[src/rtl/wb_regfile.sv]
// Architectural register file with write-through bypass and a pending-write scoreboard.
// Reads and stall are combinational; write-back is always accepted, and only decode is held by stall.
module wb_regfile #(
  parameter int WIDTH   = 16,
  parameter int ADDR    = 3,
  parameter bit R0_ZERO = 1'b1
) (
  input  logic                 clock,
  input  logic                 clear,
  input  logic                 Reg_write,
  input  logic [ADDR-1:0]      Rdest_num,
  input  logic [WIDTH-1:0]     data,
  input  logic [ADDR-1:0]      Rsrc1_num,
  input  logic [ADDR-1:0]      Rsrc2_num,
  input  logic                 src1_used,
  input  logic                 src2_used,
  input  logic                 issue_valid,
  input  logic                 issue_writes,
  input  logic [ADDR-1:0]      issue_dest,
  output logic [WIDTH-1:0]     Rsrc1_data,
  output logic [WIDTH-1:0]     Rsrc2_data,
  output logic                 stall,
  output logic [(1<<ADDR)-1:0] pending_out
);

  localparam int NREG = 1 << ADDR;

  logic [WIDTH-1:0] regs [NREG];
  logic [NREG-1:0]  pending;
  logic [NREG-1:0]  wb_hit;
  logic [NREG-1:0]  busy;
  logic [NREG-1:0]  set_vec;
  logic [NREG-1:0]  r0_mask;
  logic             wr_en;
  logic             issue_ok;

  // Register 0 is excluded from every scoreboard vector when it is hardwired to zero.
  assign r0_mask = R0_ZERO ? ~NREG'(1) : '1;

  assign wr_en  = Reg_write && !(R0_ZERO && (Rdest_num == '0));
  assign wb_hit = Reg_write ? (NREG'(1) << Rdest_num) : '0;
  assign busy   = pending & ~wb_hit & r0_mask;

  always_comb begin
    stall = 1'b0;
    if (issue_valid) begin
      stall = (src1_used    && busy[Rsrc1_num]) ||
              (src2_used    && busy[Rsrc2_num]) ||
              (issue_writes && busy[issue_dest]);
    end
  end

  assign issue_ok = issue_valid && !stall && issue_writes;
  assign set_vec  = issue_ok ? ((NREG'(1) << issue_dest) & r0_mask) : '0;

  always_comb begin
    Rsrc1_data = regs[Rsrc1_num];
    if (R0_ZERO && (Rsrc1_num == '0)) begin
      Rsrc1_data = '0;
    end else if (Reg_write && (Rdest_num == Rsrc1_num)) begin
      Rsrc1_data = data;
    end
  end

  always_comb begin
    Rsrc2_data = regs[Rsrc2_num];
    if (R0_ZERO && (Rsrc2_num == '0)) begin
      Rsrc2_data = '0;
    end else if (Reg_write && (Rdest_num == Rsrc2_num)) begin
      Rsrc2_data = data;
    end
  end

  always_ff @(posedge clock) begin
    if (clear) begin
      for (int i = 0; i < NREG; i++) begin
        regs[i] <= '0;
      end
    end else if (wr_en) begin
      regs[Rdest_num] <= data;
    end
  end

  // Set is OR'ed after the clear so a new producer issued in its predecessor's write-back cycle stays pending.
  always_ff @(posedge clock) begin
    if (clear) begin
      pending <= '0;
    end else begin
      pending <= (pending & ~wb_hit) | set_vec;
    end
  end

  assign pending_out = pending;

endmodule

[config.mk]
export PLATFORM = sky130hd
export DESIGN_NAME = wb_regfile
export DESIGN_NICKNAME = d
export VERILOG_FILES = /design/src/rtl/wb_regfile.sv
export SDC_FILE = /design/constraint.sdc
export NUM_CORES = 1
export LEC_CHECK = 0
export CORE_MARGIN = 10
export CORE_UTILIZATION = 45
export CTS_BUF_LIST = sky130_fd_sc_hd__clkbuf_8
export DETAILED_ROUTE_END_ITERATION = 12
export GPL_TIMING_DRIVEN = 0
export HOLD_SLACK_MARGIN = 0.08
export PLACE_DENSITY = 0.65
export SLEW_MARGIN = 25
export SYNTH_ARGS = -nofsm -noshare
export SYNTH_HDL_FRONTEND = slang
export SYNTH_SLANG_ARGS = --single-unit
[constraint.sdc]
create_clock -name clock -period 7.85 [get_ports clock]
set_input_delay 1.57 -clock clock [delete_from_list [all_inputs] [get_ports clock]]
set_output_delay 1.57 -clock clock [all_outputs]
set_load 0.05 [all_outputs]
==> results by group, run 1 <==
Drt
  • DRT Pass-1 Iters: 5
  • Drt total wl: approximately 23,000 um
  • Routed vias: 5,460
  • Number of nets still failing antenna checks after routing: 0
  • Met3 routed WL: about 2000 um
  • Number of vias per cell after detailed routing: 6.09
  • Highest routed metal layer: met4
  • Violation count after the first detailed-routing iteration: 560
  • Detailed-route wire length per cell: between 20 and 30 um
  • Post-detailed-route DRC marker count: 0
  • Met2 WL post-DR: 11,600 um
  • Routed metal-1 wire length: 9060 um

Clocking
  • Number of buffers added by the clock tree synthesis step: 17
  • Register clock-pin slew on the reported worst setup and hold paths: approximately 80 ps
  • # clock sinks: 136
  • Hold-fix buffers, CTS: 0
  • Resized Gates After CTS: 0
  • Later-pin clock latency in the skew report: 460 ps
  • Buffer levels on the longest clock path: 2
  • CTS tree: done
  • Clock Tree Root: sky130_fd_sc_hd__clkbuf_8
  • Number of H-tree levels: 4
  • Post-CTS Setup Repair Bufs: 0

Setup path
  • CP required: 6280 ps
  • Highest net fanout along the worst path: 10
  • FF-to-FF End: pending_out[2]
  • Worst reg2reg path depth: 6
  • Worst Path Arrival: approximately 5100 ps
  • Endpoint kind of the worst setup timing path: primary output
  • Internal reg-to-reg setup slack: 5980 ps
  • Critical path class: input pin to primary output
  • Nature of the critical path startpoint: input pin
  • Worst r2r src: pending_out[1]

Timing
  • Final number of max-transition violations: 0
  • Worst slew margin relative to its limit: roughly a quarter
  • Highest clock frequency the design can meet: 0.149 GHz
  • Part of the cycle the worst path needs: 85.3%
  • Worst hold slack: around 450 ps
  • Aggregate negative setup slack: 0 ps
  • Setup repair after global routing missed its margin: false
  • Minimum period implied by the final worst setup slack: approximately 6700 ps
  • Final-report hold violation count: 0
  • Transition at the pin with the smallest max-transition slack: around 1100 ps
  • Setup skew after layout: 12.9 ps
  • Final setup viols: 0

Layout
  • Ratio of cells with drive above 1 in the final layout: 17.2%
  • Layout Area Growth over Synthesis: 18.8%
  • Combined flip-flop and latch cell area: 4000 um^2
  • FILL cells: roughly 1,400
  • Combined area of the multi-input logic cells: ~3600 um^2
  • Finished Core Util: 55.0%
  • Number of nets in the layout: 698
  • Diodes inserted: 0

Yosys
  • Library cell with the largest summed area after synthesis: sky130_fd_sc_hd__edfxtp_1
  • Yosys synthesis warning count: 0
  • Post-Syn Instances: around 560
  • Sequential element share of the synthesized area: about half
  • Syn Area/Cell: 13.9 um^2
  • Seq cells post-synth: 136
  • Top FF cell, synth: sky130_fd_sc_hd__edfxtp_1
  • Synth top area cells: sky130_fd_sc_hd__edfxtp_1 (50%), sky130_fd_sc_hd__mux4_2 (19%), sky130_fd_sc_hd__and2_1 (9.0%)
  • Summed instance area of the synthesized netlist: 7750 um^2
  • Fraction of synthesized cell area taken by the top area cell type: between 40% and 50%
  • Fraction of registers with async set or reset after synthesis: 0%
  • Most used standard cells in the synthesized netlist: sky130_fd_sc_hd__edfxtp_1 (128), sky130_fd_sc_hd__and2_1 (112), sky130_fd_sc_hd__mux4_2 (64), sky130_fd_sc_hd__nor2_1 (37)
  • Distinct cells, synth: 47
  • Post-synth EDFFs: 128
  • Dominant cell by count in the synthesized netlist: sky130_fd_sc_hd__edfxtp_1

Die
  • Ports placed on the boundary: 76
  • Initial Utilization: 46.2%
  • Area of the die: 22,900 um^2
  • FP Rows: 47
  • Height of the chip: 151 um
  • Area inside the core boundary: between 15,000 and 20,000 um^2
  • Horizontal extent of the die: 151 um

Power and ir drop
  • Highest ir drop seen on vdd: 0.109 mV
  • Internal power: 1.31 mW
  • Switching component of the power: 551 uW
  • Sw frac: 29.6%
  • Lkg Pwr: 3.19 nW
  • Part of the total power dissipated in the clock network: 31.6%
  • Pwr per Cell Area: 202 nW/um^2
  • Share of power burned in registers: 46.4%
  • Combinational fraction of design power: 22.0%

Flow run
  • Max-cap check violation count: 0

Placed design
  • Post-DP HPWL: around 16,000 um
  • Routability congestion estimate: 0.879
  • Count of buffers inserted at the top-level ports: 72

Status
  • Result of the run: completed

Global route
  • GRT overflow: 0
  • Vias in the first global route: roughly 5,700
  • Global-route wire length before repair: 34,700 um
  • Largest net degree at the start of global routing: 17
  • Number of antenna violations at the first check in global routing: 0
  • GR Util All Layers: 20.6%

Worst hold path
  • Hold Path Cell Cnt: 1
  • Worst Hold Endpoint: pending_out[0]
  • Beginning of the worst hold path: pending_out[0]
  • Type of the tightest min-delay check: flop to flop
==> power by group through the flow <==
stage	clock, mW	combinational [mW]	sequential (mW)
finish	0.589	0.409	0.864
global route	0.630	0.429	0.869
CTS	0.595	0.409	0.864
detailed placement	0	0.407	0.880
global placement	0	0.402	0.875
floorplan	0	0.266	0.872
==> worst max path at each step <==
stage	end	slack, ps	startpoint
floorplan	Rsrc2_data[10]	2420	Rsrc2_num[2]
global placement	Rsrc1_data[3]	1230	Rsrc1_num[0]
detailed placement	Rsrc1_data[3]	1250	Rsrc1_num[0]
CTS	Rsrc1_data[3]	1230	Rsrc1_num[0]
global route	Rsrc1_data[4]	990	Rsrc1_num[0]
finish	Rsrc1_data[3]	1160	Rsrc1_num[0]
==> critical path, cell delays in order <==
cell	delay [ps]
sky130_fd_sc_hd__clkdlybuf4s50_1	520
sky130_fd_sc_hd__buf_4	230
sky130_fd_sc_hd__buf_2	440
sky130_fd_sc_hd__xnor2_1	120
sky130_fd_sc_hd__nand4_1	260
sky130_fd_sc_hd__clkbuf_1	640
sky130_fd_sc_hd__nor2_1	80
sky130_fd_sc_hd__a211oi_1	360
sky130_fd_sc_hd__clkdlybuf4s50_1	890
==> cell families (layout without fill, tap and decap cells) <==
| family | Yosys count | after routing | share of synthesized area [%] |
|---|---|---|---|
| AND/OR/NAND/NOR | 216 | 216 | 16.4 |
| flip-flops | 136 | 136 | 51.7 |
| multiplexers | 96 | 96 | 22.7 |
| AO/OA/AOI/OAI | 55 | 55 | 5.59 |
| buffers and inverters | 47 | 151 | 2.87 |
| XOR/XNOR | 6 | 6 | 0.678 |
| other | 1 | 16 | 0.0484 |
==> sequential cells by signal (all words and copies together) (netlist names) <==
register	cells
pending_out	8
regs	128
==> through the flow <==
stage | worst slack (ps) | instances | power (mW) | area (um^2)
2_1_floorplan | 2420 | 572 | 1.14 | 7810
3_3_place_gp | 1230 | 864 | 1.28 | 8800
3_5_place_dp | 1250 | 864 | 1.29 | 8800
4_1_cts | 1230 | 896 | 1.87 | 9200
5_1_grt | 987 | 896 | 1.93 | 9210
6_report | 1160 | 896 | 1.86 | 9210
==> layer usage <==
layer | global-route usage, % | up-vias
met5 | 0 | -
met4 | 3.99 | 0
met3 | 6.12 | 38
met2 | 34.6 | 276
met1 | 25.8 | 2766
li1 | - | 2380
==> placed cells by master, fill, tap and decap left out, drive strengths merged, types with 7 or more instances in the layout <==
master / n
edfxtp: 128
and2: 112
clkdlybuf4s50: 72
mux4: 64
clkbuf: 46
nor2: 37
mux2i: 32
a211oi: 32
buf: 17
conb: 16
nand2: 15
clkinv: 9
nand3: 8
dfxtp: 8
nor3: 8
nor2b: 7
==> cell type report <==
type	instances	area share (%)
Sequential cell	136	43.5
Multi-Input combinational cell	389	39.0
Clock buffer	17	2.54
Clock inverter	15	1.75
Tap cell	220	2.99
Inverter	1	0.0408
Buffer	46	2.39
Timing Repair Buffer	72	7.83
Note: power is estimated with default switching activity, not from simulation.
==> run 2: changes to the inputs <==
Settings changed: CTS_CLUSTER_SIZE from default to 40.
==> results of run 2 <==
Final layout, timing and power as in run 1 (identical DEF).
==> RTL change, RTL diff (flow settings as in run 1) <==
Change the parameter `R0_ZERO` from 1'b1 to 1'b0.
--- a/src/rtl/wb_regfile.sv
+++ b/src/rtl/wb_regfile.sv
@@ -4,5 +4,5 @@
   parameter int WIDTH   = 16,
   parameter int ADDR    = 3,
-  parameter bit R0_ZERO = 1'b1
+  parameter bit R0_ZERO = 1'b0
 ) (
   input  logic                 clock,
Function: changed (a bounded check fails within 4 cycles, from zero or initial values).
==> RTL change against run 1 <==
- cell area grew 0.75%
- setup slack gained 0.16 ns
- sequential cell count is the same
- highest routed layer unchanged
- synthesized cell count grew 7.5%
- sequential power is essentially flat
- sequential share of layout area shrank 0.32 points
- count of clock-buffer cells in the layout is the same
- critical path type unchanged
- synthesized area grew 1.5%
- combinational power is essentially flat
- critical path depth shrank 2
- total power shrank 1.5%
- wire length grew 9.3%
==> RTL change: results <==
metrics = {
    "clocking": {
        "post-cts-setup-buffer-count": 0,
        "ctsLongestPathBuffers": 2,
        "cts_root_buf": "sky130_fd_sc_hd__clkbuf_8",
        "clk-insertion-delay-late_ns": 0.45,
    },
    "setup_path": {
        "cpPeakStageDelay_ns": 0.86,
        "critical_path.max_fanout": 10,
        "worstPathArrival_ns": 4.96,
    },
    "placement": {
        "dpl_ws_ns": 1.39,
        "numPlacedInstances": 897,
        "placed_cell_area_sq_mm": 0.00890,
        "port_buffers": 73,
        "gpl.final_weighted_congestion": 0.879,
        "place_hpwl_um": 17100,
    },
    "sta": {
        "timing.max_slew.rel_slack": 0.297,
        "fin_skew_ns": 0.00678,
    },
    "yosys": {
        "synth_top_cells_by_count": "128 x sky130_fd_sc_hd__and2_1, 128 x sky130_fd_sc_hd__edfxtp_1, 64 x sky130_fd_sc_hd__mux4_2",
        "post_synth_mux_area_share": 0.206,
        "postSynth.asyncResetShare": 0,
        "syn-num-nets": 634,
        "adder_and_majority_gate_portion_of_the_synthesized_area": 0,
        "post_synth.cell_area_avg_sq_um": 13.1,
        "synth_xor_area_frac": 0.00668,
        "post_synth_num_cell_types": 49,
        "synth.yosys.seq_area_share": 0.509,
        "top_post_synthesis_cells_by_area": "sky130_fd_sc_hd__edfxtp_1 49%, sky130_fd_sc_hd__mux4_2 18%, sky130_fd_sc_hd__and2_1 10%, sky130_fd_sc_hd__mux2i_1 2.3%, sky130_fd_sc_hd__nor2_1 2.1%",
        "synth_edf_count": 128,
        "synth_compound_gate_area_share": 0.0574,
    },
    "routing": {
        "vias": 5722,
        "routed_wire_length_per_instance_um": 26.9,
        "drt-initial-drc-count": 721,
        "firstDrtPassIters": 8,
    },
    "finish": {
        "final_cells": 929,
        "drive_above_1_share": 0.188,
        "nFillCells": 1483,
        "finish.net_count": 726,
        "finish.utilization": 0.538,
    },
    "grt": {
        "grt_max_degree": 17,
        "groute.usage.overall": 0.213,
        "grt_first_pass_wirelength_um": 37700,
        "grt_pass1_vias": 6017,
        "use_met3": 0.0384,
        "groute.layer.met1.usage": 0.256,
        "grtUsageMet2": 0.374,
    },
    "power_and_ir_drop": {
        "p_seq_frac": 0.470,
        "seq_power_mw": 0.862,
        "cellLeakagePower_nw": 3.25,
        "switchingPower_mw": 0.564,
        "pg_clk_mw": 0.563,
        "ir_worst_vdd_uv": 113,
    },
    "status": {
        "run_status": "completed",
    },
}
RTL change: cell count changes after synthesis, moves of 7 or more:
| cell | before | now |
|---|---|---|
| sky130_fd_sc_hd__o41ai_2 | 0 | 8 |
| sky130_fd_sc_hd__buf_1 | 1 | 8 |
| sky130_fd_sc_hd__and2_1 | 112 | 128 |
| sky130_fd_sc_hd__nand2b_1 | 2 | 12 |
| sky130_fd_sc_hd__mux2i_1 | 32 | 18 |
| sky130_fd_sc_hd__a31oi_1 | 2 | 15 |
| sky130_fd_sc_hd__a211oi_1 | 32 | 0 |
| sky130_fd_sc_hd__a21oi_1 | 0 | 17 |
| sky130_fd_sc_hd__clkbuf_1 | 29 | 22 |
| sky130_fd_sc_hd__nand2_1 | 15 | 36 |
RTL change: layout make-up:
type / count / share of cell area
Inverter: 4 / 0.00162
Buffer: 46 / 0.0217
Timing Repair Buffer: 73 / 0.0787
Multi-Input combinational cell: 413 / 0.396
Clock buffer: 17 / 0.0252
Tap cell: 225 / 0.0303
Sequential cell: 136 / 0.431
Clock inverter: 15 / 0.0147
RTL change: routing by layer:
metal | share of wire | wire (um) | vias up
li1 | - | - | 2467
met1 | 0.38 | 9640 | 2911
met2 | 0.52 | 13000 | 293
met3 | 0.070 | 1760 | 51
met4 | 0.025 | 622 | 0
met5 | 0 | 0 | -
RTL change: final timing paths:
path                  startpoint        endpoint  slack (ns)  cells past startpoint
hold reg to reg   pending_out[5]  pending_out[5]        0.60                      2
setup / recovery    Rsrc1_num[1]   Rsrc1_data[3]        1.32                      7
setup reg to reg  pending_out[3]  pending_out[0]        6.04                      6
hold / removal    pending_out[5]  pending_out[5]        0.60                      2
RTL change: critical path: cells and delay by family:
family	cells	cell delay (ns)
compound gates	1	0.26
mux	2	0.46
buf+inv	4	2.66
